<file path="src/rtl/mux_pkg.sv">
// Shared definitions for the nibble serializer and its 4:1 output mux.
package mux_pkg;

  localparam int NIBBLE_BITS = 4;

  typedef enum logic {
    IDLE  = 1'b0,
    SHIFT = 1'b1
  } state_e;

  // Mux select for a given bit count; MSB-first walks the nibble from bit 3 down.
  function automatic logic [1:0] sel_of(input logic [1:0] cnt, input bit msb_first);
    return msb_first ? (2'd3 - cnt) : cnt;
  endfunction

endpackage

</file>
<file path="src/rtl/mux.sv">
// Combinational 4:1 mux: out is the data bit addressed by select.
module mux
  import mux_pkg::*;
(
  input  logic [1:0]             select,
  input  logic [NIBBLE_BITS-1:0] data,
  output logic                   out
);

  assign out = data[select];

endmodule

</file>
<file path="src/rtl/nibble_serializer.sv">
// Serializes 4-bit nibbles one bit per accepted beat through a 4:1 mux,
// accepting the next nibble on the last beat so words stream without a bubble.
module nibble_serializer
  import mux_pkg::*;
#(
  parameter bit MSB_FIRST = 1'b0
) (
  input  logic                   clk,
  input  logic                   rst,
  input  logic                   in_valid,
  input  logic [NIBBLE_BITS-1:0] in_data,
  output logic                   in_ready,
  output logic [1:0]             sel,
  output logic [NIBBLE_BITS-1:0] data,
  output logic                   ser_out,
  output logic                   ser_valid,
  input  logic                   ser_ready,
  output logic                   ser_last,
  output state_e                 dbg_state_o
);

  // Handshakes: a transfer happens on a rising edge where valid and ready are
  // both high; valid never depends on ready, while in_ready may depend on ser_ready.
  state_e                 state_q, state_d;
  logic [1:0]             cnt_q, cnt_d;
  logic [NIBBLE_BITS-1:0] data_q, data_d;
  logic                   last_beat;

  assign last_beat = (state_q == SHIFT) && (cnt_q == 2'd3) && ser_ready;
  assign in_ready  = (state_q == IDLE) || last_beat;

  always_comb begin
    state_d = state_q;
    cnt_d   = cnt_q;
    data_d  = data_q;
    if (in_valid && in_ready) begin
      data_d  = in_data;
      cnt_d   = 2'd0;
      state_d = SHIFT;
    end else if (last_beat) begin
      cnt_d   = 2'd0;
      state_d = IDLE;
    end else if ((state_q == SHIFT) && ser_ready) begin
      cnt_d = cnt_q + 2'd1;
    end
  end

  always_ff @(posedge clk) begin
    if (rst) begin
      state_q <= IDLE;
      cnt_q   <= 2'd0;
      data_q  <= '0;
    end else begin
      state_q <= state_d;
      cnt_q   <= cnt_d;
      data_q  <= data_d;
    end
  end

  // Select parks at 0 outside SHIFT so reset and idle present bit 0.
  assign sel         = (state_q == SHIFT) ? sel_of(cnt_q, MSB_FIRST) : 2'd0;
  assign data        = data_q;
  assign ser_valid   = (state_q == SHIFT);
  assign ser_last    = (state_q == SHIFT) && (cnt_q == 2'd3);
  assign dbg_state_o = state_q;

  mux u_mux (
    .select (sel),
    .data   (data_q),
    .out    (ser_out)
  );

endmodule

</file>
<file path="config.mk">
export PLATFORM = sky130hd
export DESIGN_NAME = nibble_serializer
export DESIGN_NICKNAME = d
export VERILOG_FILES = /design/src/rtl/mux_pkg.sv /design/src/rtl/mux.sv /design/src/rtl/nibble_serializer.sv
export SDC_FILE = /design/constraint.sdc
export NUM_CORES = 1
export LEC_CHECK = 0
export BUFFER_PORTS_ARGS = -buffer_cell sky130_fd_sc_hd__buf_2
export CAP_MARGIN = 20
export CORE_AREA = 3 3 40 42
export DETAILED_ROUTE_END_ITERATION = 16
export DIE_AREA = 0 0 43 45
export PLACE_DENSITY = 0.56
export SLEW_MARGIN = 30
export SYNTH_ARGS = -nofsm -noshare
export SYNTH_HDL_FRONTEND = slang
export SYNTH_SLANG_ARGS = --single-unit
export TNS_END_PERCENT = 30
</file>
<file path="constraint.sdc">
create_clock -name clk -period 1.2 [get_ports clk]
set_input_delay 0.06 -clock clk [delete_from_list [all_inputs] [get_ports clk]]
set_output_delay 0.06 -clock clk [all_outputs]
set_load 0.01 [all_outputs]
</file>
==> impl_metrics.csv <==
group,metric,value,unit
outcome,status,"complete, but fails checks",
outcome,violations,"negative setup slack",
timing,fmax,0.750,GHz
grt,grt_use_total,0.0866,
placed_design,place_area,508,µm²
cts,ctsHtreeMaxLevel,1,
pwr,report.power.total,0.580,mW
detailed_routing,post_drt_wl_per_cell,10.0,µm
die,start_util,0.304,
setup_path,arrival,1.27,ns
synth,ys_seq_elements,7,
finish,syn2layout_area_growth,50.3,%
synth,netlist_top_cells_count,"8 x nand2b_1, 7 x dfxtp_1, 6 x mux2i_1",
hold_path,worstHoldPathType,"in2reg",
grt,met2_usage,0.138,
synth,yosys.area.top_type,"dfxtp_1",
timing,timing.final.crit_share,1.11,
synth,syn_area_per_cell,9.08,µm²
detailed_routing,drt-initial-drc-count,3,
detailed_routing,drt_wl_total,820,µm
detailed_routing,ant_nets,0,
setup_path,cp-start-kind,"flop",
flow_run,cap_viol_max_count,0,
synth,synth_xor_xnor_area_share,0,
grt,first_global_vias,339,
die,die_h,45,µm
synth,yosys.area_share.simple,0.311,
pwr,vdd_drop_max,0.000494,V
cts,cts-hold-fix-buffers,0,
synth,synth_nets,52,
grt,grt.busiest_layer,"met2",
finish,stdcell_area,587,µm²
timing,finalClockSkew,0.00125,ns
grt,use_met1,0.111,
die,io_pins,19,
grt,met3_usage,0.0120,
cts,clockBufferDepth,2,
timing,slew_violations,0,
pwr,p_per_area,989,nW/µm²
pwr,p_leak,0.297,nW
detailed_routing,drc,0,
cts,clk-insertion-delay-late,0.25,ns
timing,setup_viol,3,
finish,diodes,0,
timing,hold_viol,0,
timing,worst_slew_pin_slew,0.180,ns
setup_path,end_kind,"output pin",
synth,synthFlopType,"dfxtp_1",
cts,clock-root-buffer,"clkbuf_4",
detailed_routing,post_drt_via_cell_ratio,4.39,
synth,syn_area,390,µm²
timing,worst_slack,-0.133,ns
detailed_routing,vias,360,
placed_design,dp.final_hpwl,642,µm
cts,cts-buffers-inserted,3,
setup_path,r2r_setup_slack,0.09,ns
cts,cts_tree,"built",
finish,final_nets,77,
synth,synth_cell_types,19,
synth,synth_area_leaders,"dfxtp_1 36%, mux2i_1 15%, nand2b_1 13%",
setup_path,worstPathMaxFanout,4,
synth,yosysMostFrequentCell,"nand2b_1",
finish,drive_gt1_frac,0.582,
die,die_area,1940,µm²
synth,yosysWarnings,0,
synth,synth_edf_count,0,
timing,period_needed,1.33,ns
timing,slew_headroom,0.876,
detailed_routing,dr.pass1.iters,2,
placed_design,gp_congestion,0.653,
die,dieWidth,43,µm
setup_path,critical_path_class,"reg2out",
placed_design,dp.cells,76,
die,rows,13,
synth,seq_area_frac_synth,0.359,
grt,antenna_found_initial,0,
grt,grt_max_degree,12,
finish,stdcell_count,82,
grt,overflow,0,
grt,grt_pass1_wl,1300,µm
cts,cts.sinks,7,
timing,rsz0062_at_grt,"yes",
synth,synthCells,43,
synth,async_reset_ff_frac,0,
synth,synth_mux_area_frac,0.154,
synth,synth_top_family_by_area,"simple AND/OR/NAND/NOR gates",
placed_design,portBuffers,18,
synth,yosysTopAreaCellShare,0.359,
setup_path,crit_required,1.14,ns
synth,synthAdderAreaFrac,0.0321,
synth,synth_compound_area_frac,0.0641,
finish,fin_util,0.457,
cts,clkSlewWorstSetupHoldPaths,0.05,ns
die,core-area,1280,µm²
timing,finalSetupTns,-0.257,ns
[report_power, final]
part	total [mW]	switching, mW	internal [mW]
clock	0.210	0.0888	0.122
sequential	0.256	0.0101	0.246
combinational	0.113	0.0520	0.0614
total	0.580	0.151	0.429
[per-stage QoR]
step	worst slack [ns]	hold slack, ns
floorplan	0.0173	0.181
global placement	-0.156	0.287
detailed placement	-0.199	0.290
CTS	-0.142	0.0361
global route	-0.204	0.0596
finish	-0.133	0.0431
[final cells by class]
class                   count  area [µm²]
fillers                   134         698
multi-input cells          31         251
flip-flops and latches      7         144
repair buffers             24         141
clock buffers               3        22.5
well taps                  15        18.8
clock inverters             1        5.00
inverters                   1        3.75
[flip-flops by register name, indices dropped and copies added, names as in the netlist]
| name | cells |
|---|---|
| cnt_q | 2 |
| dbg_state_o | 1 |
| data | 4 |
[cell families after synthesis]
kind of cell / count (synthesis)
AND/OR/NAND/NOR: 21
flip-flops: 7
multiplexers: 6
buffers and inverters: 5
AO/OA/AOI/OAI: 3
adder cells (fa/ha/maj): 1
[per-layer routing]
| layer | share of wire | routed length, µm |
|---|---|---|
| met1 | 0.49 | 402 |
| met2 | 0.47 | 385 |
| met3 | 0.038 | 31 |
| met4 | 0 | 0 |
| met5 | 0 | 0 |
[critical path: stages, from the launching register on]
cell,delay [ns]
dfxtp_2,0.33
and2_4,0.17
mux2i_1,0.13
a221oi_2,0.24
buf_2,0.16
[layout by cell type, fill, tap and decap left out, types with 2 or more instances in the layout]
cell type,count
buf_2,17
nand2b_1,8
mux2i_1,6
buf_4,6
nor2_1,4
dfxtp_1,4
clkbuf_4,3
dfxtp_2,3
and2_4,2
nor3_1,2
[what timing repair did]
| item | in CTS | in global routing |
|---|---|---|
| endpoints found under the setup margin | 9 | 3 |
| setup buffers | 2 | 0 |
| resized for setup | 10 | 1 |
| pin swaps | 2 | 0 |
[path summary, 6_finish.rpt]
| path | startpoint | to | cells after the start |
|---|---|---|---|
| hold / removal | in_valid | dbg_state_o | 3 |
| hold reg to reg | data[3] | data[3] | 2 |
| setup / recovery | dbg_state_o | ser_out | 4 |
| setup reg to reg | cnt_q[0] | cnt_q[1] | 5 |
No activity file was read; power rests on OpenSTA's default activity.
